## config.mk

```make
export PLATFORM = sky130hd
export DESIGN_NAME = seq_shifter
export DESIGN_NICKNAME = d
export VERILOG_FILES = /design/src/rtl/seq_shifter.sv
export SDC_FILE = /design/constraint.sdc
export NUM_CORES = 1
export LEC_CHECK = 0
export BUFFER_PORTS_ARGS = -buffer_cell sky130_fd_sc_hd__buf_2
export CORE_MARGIN = 4
export CORE_UTILIZATION = 45
export CTS_CLUSTER_DIAMETER = 150
export DETAILED_ROUTE_END_ITERATION = 10
export GPL_ROUTABILITY_DRIVEN = 0
export HOLD_SLACK_MARGIN = 0.1
export PLACE_DENSITY = 0.72
export SYNTH_ARGS = -nofsm -noshare
export SYNTH_HDL_FRONTEND = slang
export SYNTH_SLANG_ARGS = --single-unit
```

## constraint.sdc

```tcl
create_clock -name clk -period 2.1 [get_ports clk]
set_input_delay 0.42 -clock clk [delete_from_list [all_inputs] [get_ports clk]]
set_output_delay 0.42 -clock clk [all_outputs]
set_load 0.02 [all_outputs]
```

## src/rtl/seq_shifter.sv

```systemverilog
// Multi-cycle shifter: shifts a WIDTH-bit operand by 0..2^AMT_W-1 positions,
// one bit per clock, with valid/ready handshakes on both operand and result.
module seq_shifter #(
    parameter int WIDTH = 16,
    parameter int AMT_W = 4
) (
    input  logic             clk,
    input  logic             rst_n,
    input  logic             in_valid,
    output logic             in_ready,
    input  logic [WIDTH-1:0] in_data,
    input  logic [1:0]       shift,
    input  logic [AMT_W-1:0] amount,
    output logic             out_valid,
    input  logic             out_ready,
    output logic [WIDTH-1:0] sout,
    output logic             busy
);

    typedef enum logic [1:0] {
        IDLE,
        SHIFT,
        DONE
    } state_t;

    state_t           state, state_nxt;
    logic [WIDTH-1:0] data_reg, data_nxt;
    logic [AMT_W-1:0] cnt, cnt_nxt;
    logic [1:0]       op, op_nxt;
    logic [WIDTH-1:0] step;

    // Arithmetic right takes its fill from the current MSB, so repeated
    // steps keep replicating the original sign bit.
    always_comb begin
        step = data_reg;
        unique case (op)
            2'b01:   step = {data_reg[WIDTH-2:0], 1'b0};
            2'b10:   step = {1'b0, data_reg[WIDTH-1:1]};
            2'b11:   step = {data_reg[WIDTH-1], data_reg[WIDTH-1:1]};
            default: step = data_reg;
        endcase
    end

    always_comb begin
        state_nxt = state;
        data_nxt  = data_reg;
        cnt_nxt   = cnt;
        op_nxt    = op;
        unique case (state)
            IDLE: begin
                if (in_valid) begin
                    data_nxt = in_data;
                    cnt_nxt  = amount;
                    op_nxt   = shift;
                    if (amount == '0 || shift == 2'b00) begin
                        state_nxt = DONE;
                    end else begin
                        state_nxt = SHIFT;
                    end
                end
            end
            SHIFT: begin
                data_nxt = step;
                cnt_nxt  = cnt - AMT_W'(1);
                if (cnt == AMT_W'(1)) begin
                    state_nxt = DONE;
                end
            end
            DONE: begin
                if (out_ready) begin
                    state_nxt = IDLE;
                end
            end
            default: state_nxt = IDLE;
        endcase
    end

    always_ff @(posedge clk or negedge rst_n) begin
        if (!rst_n) begin
            state    <= IDLE;
            data_reg <= '0;
            cnt      <= '0;
            op       <= 2'b00;
        end else begin
            state    <= state_nxt;
            data_reg <= data_nxt;
            cnt      <= cnt_nxt;
            op       <= op_nxt;
        end
    end

    assign in_ready  = (state == IDLE);
    assign busy      = !in_ready;
    assign out_valid = (state == DONE);
    assign sout      = data_reg;

endmodule

```

==> impl_metrics.py, run 1 <==
metrics = {
    "worst_setup_path": {
        "r2r-end": "sout[1]$_DFFE_PN0P_",
        "crit_arrival_ns": 1.52,
        "r2r_setup_slack_ns": 0.25,
        "r2r_start": "op[0]$_DFFE_PN0P_",
        "endpoint": "in_ready",
        "path_cells": "or2_2, inv_1, buf_2",
        "ff2ff_path_depth": 5,
        "worstSetupPathType": "reg -> out",
        "cpPeakStageDelay_ns": 0.58,
        "end_kind": "primary output",
        "cp_max_fo": 18,
        "crit_start": "state[0]$_DFFE_PN0P_",
        "worst_path_max_delay_cell": "dfrtp_1",
        "critPathLaunchType": "register",
        "required_ns": 1.68,
    },
    "yosys": {
        "yosysSeqAreaShare": 0.4131,
        "synth_top_area_cell": "dfrtp_1",
        "yosysWarnings": 0,
        "synth_cell_type_count": 37,
        "synth_most_common_cell": "dfrtp_1",
        "avgSynthCellArea_sq_um": 9.503,
        "synth_area_leaders": "dfrtp_1 41%, a221oi_1 8.4%, o31ai_1 7.2%, o21ai_0 5.9%, nor2_1 4.4%",
        "synth_top_area_frac": 0.4131,
        "ys_seq_elements": 24,
        "synthCells": 153,
        "synth_nets": 184,
        "synthArstFlopShare": 1.000,
        "synth_ff_type": "dfrtp_1",
        "synth_area_sq_um": 1454,
        "synth-edff-count": 0,
        "synthTopCellsByCount": "24 x dfrtp_1, 17 x nor2_1, 17 x o21ai_0",
    },
    "place": {
        "hpwl_microns": 2604,
        "io_buffers": 44,
    },
    "min_path": {
        "hold_class": "in -> reg",
    },
    "power": {
        "p_clk_frac": 0.088,
        "swShare": 0.4921,
        "irDropWorstVdd_uv": 719.5,
        "leakage_nw": 0.7892,
        "internal_power_mw": 1.479,
        "p_sw_mw": 1.433,
        "seqPwrFrac": 0.335,
        "total_power_mw": 2.912,
        "power_density_nw_per_um2": 1685,
        "comb_power_share": 0.577,
    },
    "floorplan": {
        "start_util": 0.4724,
        "num_rows": 20,
        "die_w_microns": 64.84,
        "core_sq_um": 3078,
        "pin_count": 45,
        "die_area_sq_um": 4204,
        "die_y_microns": 64.84,
    },
    "sta": {
        "rsz0062_at_grt": "false",
        "maxSlewViolCount": 0,
        "hold_viol": 0,
        "tightest_slew_ns": 0.5606,
        "post-route-period-util": 0.9251,
        "finalSetupViolCount": 0,
        "whs_ns": 0.3441,
        "fin_skew_ns": 0.003264,
        "tns_ns": 0,
        "timing.fmax_ghz": 0.5147,
        "min_period_ns": 1.943,
        "slew_headroom": 0.6263,
    },
    "global_routing": {
        "overflow": 0,
        "met3_usage": 0.02773,
        "grt_usage": 0.1842,
        "top_usage_layer": "met2",
        "grt.met1_usage": 0.2571,
        "grt_pass1_wl_microns": 6216,
        "grt_pass1_vias": 1325,
        "met2_usage": 0.2989,
        "grt_max_degree": 25,
        "antenna_found_initial": 0,
    },
    "final_layout": {
        "fin_util": 0.5614,
        "multiInputGateArea_sq_um": 749.5,
        "diodes": 0,
        "layout-drive-gt1-share": 0.3073,
        "fill_cells": 296,
        "regArea_sq_um": 600.6,
        "final_nets": 224,
        "syn_to_final_growth_pct": 18.85,
    },
    "drt": {
        "vias": 1351,
        "ant_nets": 0,
        "routed_via_density": 5.725,
        "wirelength_microns": 3701,
        "dr.pass1.iters": 4,
        "drt_iter0_drc": 77,
        "drc_errors": 0,
        "wl_per_cell_microns": 15.68,
    },
    "run": {
        "drv_cap": 0,
    },
    "clock_network": {
        "cts_setup_buffers": 0,
        "ctsResizeCount": 0,
        "root_buffer": "clkbuf_4",
        "cts.clk_slew.worst_paths_ns": 0.14,
        "clock_path_buffers": 2,
        "clock_latency_ns": 0.32,
        "numCtsBuffers": 3,
        "clock-sinks": 24,
        "htreeDepth": 1,
        "cts_tree": "yes",
    },
    "status": {
        "status": "finished clean",
    },
}
through the flow:
stage	instance area [sq um]	worst slack [ns]	cells
final	1728	0.1573	236
after detailed placement	1682	0.2761	231
after floorplan	1454	0.4578	153
after global routing	1728	0.06592	236
after CTS	1728	0.1672	236
after global placement	1682	0.3441	231
how the worst min path moves through the flow:
stage | to | startpoint | slack (ns) | cells past startpoint
2_1_floorplan | cnt[0]$_DFFE_PN0P_ | rst_n | 0.12 | 0
3_3_place_gp | state[1]$_DFFE_PN0P_ | rst_n | 0.44 | 1
3_5_place_dp | op[0]$_DFFE_PN0P_ | rst_n | 0.44 | 1
4_1_cts | op[0]$_DFFE_PN0P_ | shift[0] | 0.34 | 2
5_1_grt | op[0]$_DFFE_PN0P_ | shift[0] | 0.34 | 2
6_report | op[0]$_DFFE_PN0P_ | shift[0] | 0.34 | 2
placed cells by master, fill, tap and decap left out, drive strengths merged, types with 2 or more instances in the layout:
cell type and count:
o31ai 14, dfrtp 24, nand2 2, or2 2, a21oi 5, inv 7
mux2i 2, buf 48, clkbuf 4, a221oi 14, nor2 17, ha 5
a31oi 2, o21ai 18, nand2b 3, mux2 3, nor3b 2, nor2b 3
o22a 2
repair_timing:
item,in CTS,in global routing
setup endpoints to repair,0,0
endpoints found under the hold margin,24,0
hold buffers,1,0
state kept, by name, indices dropped and copies added (netlist names):
name and count:
cnt 4, op 2, sout 16, state 2
power groups by stage:
stage               combinational (mW)  sequential [mW]  clock, mW
floorplan                         1.14             1.07          0
global placement                  1.64            0.969          0
detailed placement                1.68            0.982          0
CTS                               1.68            0.972      0.255
global route                      1.86             1.02      0.279
finish                            1.68            0.976      0.256
routing by layer:
metal | vias to the layer above | part of all wire
li1 | 656 | -
met1 | 647 | 0.46
met2 | 44 | 0.47
met3 | 4 | 0.059
met4 | 0 | 0.0095
met5 | - | 0
kinds of logic (layout without fill, tap and decap cells):
logic type	after synthesis	count (layout)	share of synthesized area
compound gates	64	64	0.3133
simple gates	34	34	0.1222
flops	24	24	0.4131
buf+inv	21	60	0.07142
fa+ha+maj	5	5	0.04303
mux	5	5	0.03700
critical path, delay by kind of cell, from the launching register on:
family        cells  cell delay, ns
buf+inv           2            0.24
flops             1            0.58
simple gates      1            0.39
final cells by class:
| class | instances | area share |
|---|---|---|
| Inverter | 7 | 0.01521 |
| Tap cell | 44 | 0.03186 |
| Timing Repair Buffer | 49 | 0.1506 |
| Sequential cell | 24 | 0.3476 |
| Multi-Input combinational cell | 108 | 0.4337 |
| Clock buffer | 4 | 0.02100 |
Power figures use the tool's default switching activity.
==> inputs of run 2 (changes only) <==
- CORE_UTILIZATION: 45 -> 40
- GPL_TIMING_DRIVEN: default -> 0
- PLACE_DENSITY: 0.72 -> default
==> impl_metrics.py, run 2 (same netlist as run 1, synthesis figures left out) <==
metrics = {
    "worst_setup_path": {
        "r2r_setup_slack_ns": 0.29,
        "r2r_start": "op[0]$_DFFE_PN0P_",
        "crit_family": "buffers and inverters",
        "worstSetupPathType": "reg -> out",
        "cp.depth": 4,
        "end_kind": "primary output",
        "path_cells": "buf_2, or2_2, inv_1, buf_2",
        "critPathLaunchType": "register",
        "crit_buf_inv": 3,
        "r2r-end": "sout[5]$_DFFE_PN0P_",
        "crit_arrival_ns": 1.49,
        "cp_max_fo": 10,
        "ff2ff_path_depth": 7,
        "cpPeakStageDelay_ns": 0.42,
        "cp_common_cell": "buf_2",
        "required_ns": 1.68,
        "worst_path_max_delay_cell": "dfrtp_1",
        "crit_start": "state[1]$_DFFE_PN0P_",
        "endpoint": "in_ready",
    },
    "sta": {
        "timing.fmax_ghz": 0.5232,
        "tns_ns": 0,
        "tightest_slew_ns": 0.5433,
        "whs_ns": 0.3512,
        "slew_headroom": 0.6378,
        "hold_viol": 0,
        "min_period_ns": 1.911,
        "finalSetupViolCount": 0,
        "rsz0062_at_grt": "false",
        "maxSlewViolCount": 0,
        "post-route-period-util": 0.9102,
        "fin_skew_ns": 0.01749,
    },
    "min_path": {
        "holdPathStages": 2,
        "hold_class": "in -> reg",
    },
    "final_layout": {
        "layout_common_cells": "50 x buf_2, 24 x dfrtp_1, 17 x o21ai_0, 17 x nor2_1",
        "fin_util": 0.5238,
        "layout_commonest_cell": "buf_2",
        "diodes": 0,
        "final_nets": 233,
        "syn_to_final_growth_pct": 23.06,
        "largest_register_ffs": 16,
        "final_cell_area_sq_um": 1789,
        "layout-drive-gt1-share": 0.3184,
    },
    "drt": {
        "ant_nets": 0,
        "routed_via_density": 5.599,
        "drc_errors": 0,
        "drt_iter0_drc": 106,
        "vias": 1383,
        "wl_per_cell_microns": 15.87,
        "dr.pass1.iters": 4,
        "wirelength_microns": 3919,
    },
    "power": {
        "seqPwrFrac": 0.301,
        "p_clk_frac": 0.109,
        "total_power_mw": 3.094,
        "swShare": 0.4747,
        "internal_power_mw": 1.625,
        "power_density_nw_per_um2": 1729,
        "leakage_nw": 0.8236,
        "p_sw_mw": 1.469,
        "comb_power_share": 0.590,
        "irDropWorstVdd_uv": 798.1,
    },
    "clock_network": {
        "cts_tree": "yes",
        "numCtsBuffers": 3,
        "clock-sinks": 24,
        "ctsResizeCount": 0,
        "cts.clk_slew.worst_paths_ns": 0.12,
        "clock_path_buffers": 2,
        "cts_setup_buffers": 0,
        "cts.hold.buffers_added": 1,
        "clock_latency_ns": 0.32,
        "htreeDepth": 1,
        "root_buffer": "clkbuf_4",
    },
    "floorplan": {
        "core_sq_um": 3416,
        "start_util": 0.4256,
        "die_w_microns": 68.29,
        "die_area_sq_um": 4664,
        "pin_count": 45,
        "die_y_microns": 68.29,
        "num_rows": 21,
    },
    "run": {
        "drv_cap": 0,
    },
    "global_routing": {
        "grt_max_degree": 25,
        "antenna_found_initial": 0,
        "grt_usage": 0.1836,
        "grt_pass1_vias": 1419,
        "grt_pass1_wl_microns": 6534,
        "overflow": 0,
    },
    "place": {
        "hpwl_microns": 2875,
        "io_buffers": 43,
        "placed_area_sq_um": 1727,
    },
    "status": {
        "status": "finished clean",
    },
}
run 2: cell count changes in the layout (fill, tap and decap cells not counted), sizes merged:
| cell | delta |
|---|---|
| buf | +4 |
| bufinv | +1 |
| clkbuf | +4 |
run 2: cell type report:
class	instances	area, sq um
clock buffer	3	22.52
clock inverter	1	30.03
tap	46	57.56
fill	342	1627
multi-input combinational	108	749.5
sequential	24	600.6
buffer	14	77.57
timing repair buffer	44	225.2
inverter	7	26.28
run 2: routing by layer:
layer  part of all wire  vias up  routed length, microns  global-route usage
met5                  0        -                       0                   0
met4             0.0054        0                      21             0.03722
met3              0.066        2                     257             0.04269
met2               0.49       45                    1906              0.3129
met1               0.44      664                    1733              0.2365
li1                   -      672                       -                   -
run 2: how the worst min path moves through the flow:
stage / endpoint / slack [ns] / from
floorplan: cnt[0]$_DFFE_PN0P_ / 0.12 / rst_n
global placement: cnt[0]$_DFFE_PN0P_ / 0.44 / rst_n
detailed placement: cnt[0]$_DFFE_PN0P_ / 0.43 / rst_n
CTS: op[0]$_DFFE_PN0P_ / 0.34 / shift[0]
global route: op[0]$_DFFE_PN0P_ / 0.34 / shift[0]
finish: op[0]$_DFFE_PN0P_ / 0.35 / shift[0]
run 2: worst reg2reg max path: stages, from the launching register on:
cell and delay, ns:
dfrtp_1 0.41, inv_1 0.06, ha_1 0.31, and3b_4 0.21, or2_1 0.22, buf_6 0.13, buf_6 0.14, o31ai_1 0.26
run 2: per-stage QoR:
step | worst slack, ns | instances
floorplan | 0.4578 | 153
global placement | 0.2667 | 242
detailed placement | 0.2187 | 242
CTS | 0.1701 | 247
global route | 0.1035 | 247
finish | 0.1885 | 247
run 2: power groups by stage:
stage / Sequential, mW / Clock (mW) / Combinational [mW]
2_1_floorplan: 1.07 / 0 / 1.14
3_3_place_gp: 0.930 / 0 / 1.79
3_5_place_dp: 0.946 / 0 / 1.82
4_1_cts: 0.931 / 0.346 / 1.83
5_1_grt: 0.972 / 0.368 / 2.02
6_report: 0.930 / 0.338 / 1.83
==> inputs of run 3 (changes only) <==
- GPL_TIMING_DRIVEN: 0 -> default
==> impl_metrics.py, run 3 (same netlist as run 1, synthesis figures left out) <==
metrics = {
    "clock_network": {
        "numCtsBuffers": 3,
        "clock_latency_ns": 0.32,
        "clock_path_buffers": 2,
        "cts.clk_slew.worst_paths_ns": 0.14,
        "clock-sinks": 24,
        "htreeDepth": 1,
        "cts_setup_buffers": 0,
        "cts_tree": "yes",
        "root_buffer": "clkbuf_4",
    },
    "final_layout": {
        "fin_util": 0.5026,
        "largest_register_ffs": 16,
        "layout_common_cells": "44 x buf_2, 24 x dfrtp_1, 17 x o21ai_0, 17 x nor2_1",
        "layout_commonest_cell": "buf_2",
        "final_nets": 224,
        "syn_to_final_growth_pct": 18.07,
        "diodes": 0,
        "layout-drive-gt1-share": 0.3037,
    },
    "sta": {
        "whs_ns": 0.3401,
        "maxSlewViolCount": 0,
        "min_period_ns": 1.920,
        "fin_skew_ns": 0.01183,
        "post-route-period-util": 0.9144,
        "rsz0062_at_grt": "false",
        "tns_ns": 0,
        "tightest_slew_ns": 0.5626,
        "slew_headroom": 0.6250,
        "timing.fmax_ghz": 0.5207,
        "hold_viol": 0,
        "finalSetupViolCount": 0,
    },
    "power": {
        "total_power_mw": 2.859,
        "irDropWorstVdd_uv": 765.8,
        "leakage_nw": 0.7820,
        "power_density_nw_per_um2": 1665,
    },
    "floorplan": {
        "die_w_microns": 68.29,
        "die_area_sq_um": 4664,
        "die_y_microns": 68.29,
        "start_util": 0.4256,
        "pin_count": 45,
        "num_rows": 21,
        "core_sq_um": 3416,
    },
    "worst_setup_path": {
        "critPathLaunchType": "register",
        "r2r_setup_slack_ns": 0.24,
        "crit_start": "state[0]$_DFFE_PN0P_",
        "required_ns": 1.68,
        "cp_max_fo": 18,
        "r2r_start": "op[0]$_DFFE_PN0P_",
        "r2r-end": "sout[6]$_DFFE_PN0P_",
        "endpoint": "in_ready",
        "worstSetupPathType": "reg -> out",
        "end_kind": "primary output",
        "ff2ff_path_depth": 5,
        "crit_arrival_ns": 1.50,
    },
    "place": {
        "io_buffers": 44,
        "hpwl_microns": 2643,
    },
    "status": {
        "status": "finished clean",
    },
    "global_routing": {
        "grt_usage": 0.1683,
        "grt_pass1_vias": 1283,
        "grt_pass1_wl_microns": 5989,
        "overflow": 0,
        "grt_max_degree": 25,
        "antenna_found_initial": 0,
    },
    "drt": {
        "wl_per_cell_microns": 15.76,
        "routed_via_density": 5.549,
        "drt_iter0_drc": 89,
        "wirelength_microns": 3736,
        "dr.pass1.iters": 4,
        "ant_nets": 0,
        "drc_errors": 0,
        "vias": 1315,
    },
    "run": {
        "drv_cap": 0,
    },
    "min_path": {
        "hold_class": "in -> reg",
    },
}
[run 3: cell count changes in the layout (fill, tap and decap cells not counted), sizes merged]
cell,previous run,this run
clkbuf,8,3
bufinv,1,0
buf,52,48
[run 3: critical path, stage by stage, from the launching register on]
cell and delay, ns:
dfrtp_1 0.57, or2_2 0.38, inv_1 0.08, buf_2 0.16
[run 3: cell type report]
cell class | instances | area, sq um
Clock buffer | 3 | 22.52
Fill cell | 360 | 1699
Inverter | 7 | 26.28
Multi-Input combinational cell | 108 | 749.5
Sequential cell | 24 | 600.6
Tap cell | 46 | 57.56
Timing Repair Buffer | 49 | 260.3
[run 3: what timing repair did]
| item | in CTS | in global routing |
|---|---|---|
| hold buffers | 1 | 0 |
| resized for setup | 0 | 0 |
| hold endpoints to repair | 21 | 0 |
[run 3: worst min path at each step]
stage | startpoint | endpoint | cells after the start
2_1_floorplan | rst_n | cnt[0]$_DFFE_PN0P_ | 0
3_3_place_gp | rst_n | cnt[0]$_DFFE_PN0P_ | 1
4_1_cts | shift[0] | op[0]$_DFFE_PN0P_ | 2
5_1_grt | shift[0] | op[0]$_DFFE_PN0P_ | 2
6_report | shift[0] | op[0]$_DFFE_PN0P_ | 2
3_5_place_dp | rst_n | cnt[0]$_DFFE_PN0P_ | 1
[run 3: per-stage QoR]
| step | worst slack (ns) | cell area [sq um] | std cells |
|---|---|---|---|
| after floorplan | 0.4578 | 1454 | 153 |
| after global placement | 0.3154 | 1684 | 233 |
| after detailed placement | 0.2716 | 1684 | 233 |
| after CTS | 0.1678 | 1717 | 237 |
| after global routing | 0.05708 | 1717 | 237 |
| final | 0.1797 | 1717 | 237 |
[run 3: layer usage]
metal	vias up	GRT usage	routed length [microns]
li1	649	-	-
met1	623	0.2470	1814
met2	39	0.2575	1674
met3	4	0.02463	220
met4	0	0.04218	26
met5	-	0	0
[run 3: power breakdown]
| group | switching, mW | leakage [nW] | internal [mW] | total (mW) |
|---|---|---|---|---|
| Sequential | 0.274 | 0.289 | 0.698 | 0.972 |
| Clock | 0.139 | 0.0138 | 0.0671 | 0.206 |
| Combinational | 1.00 | 0.479 | 0.675 | 1.68 |
| Total | 1.42 | 0.782 | 1.44 | 2.86 |
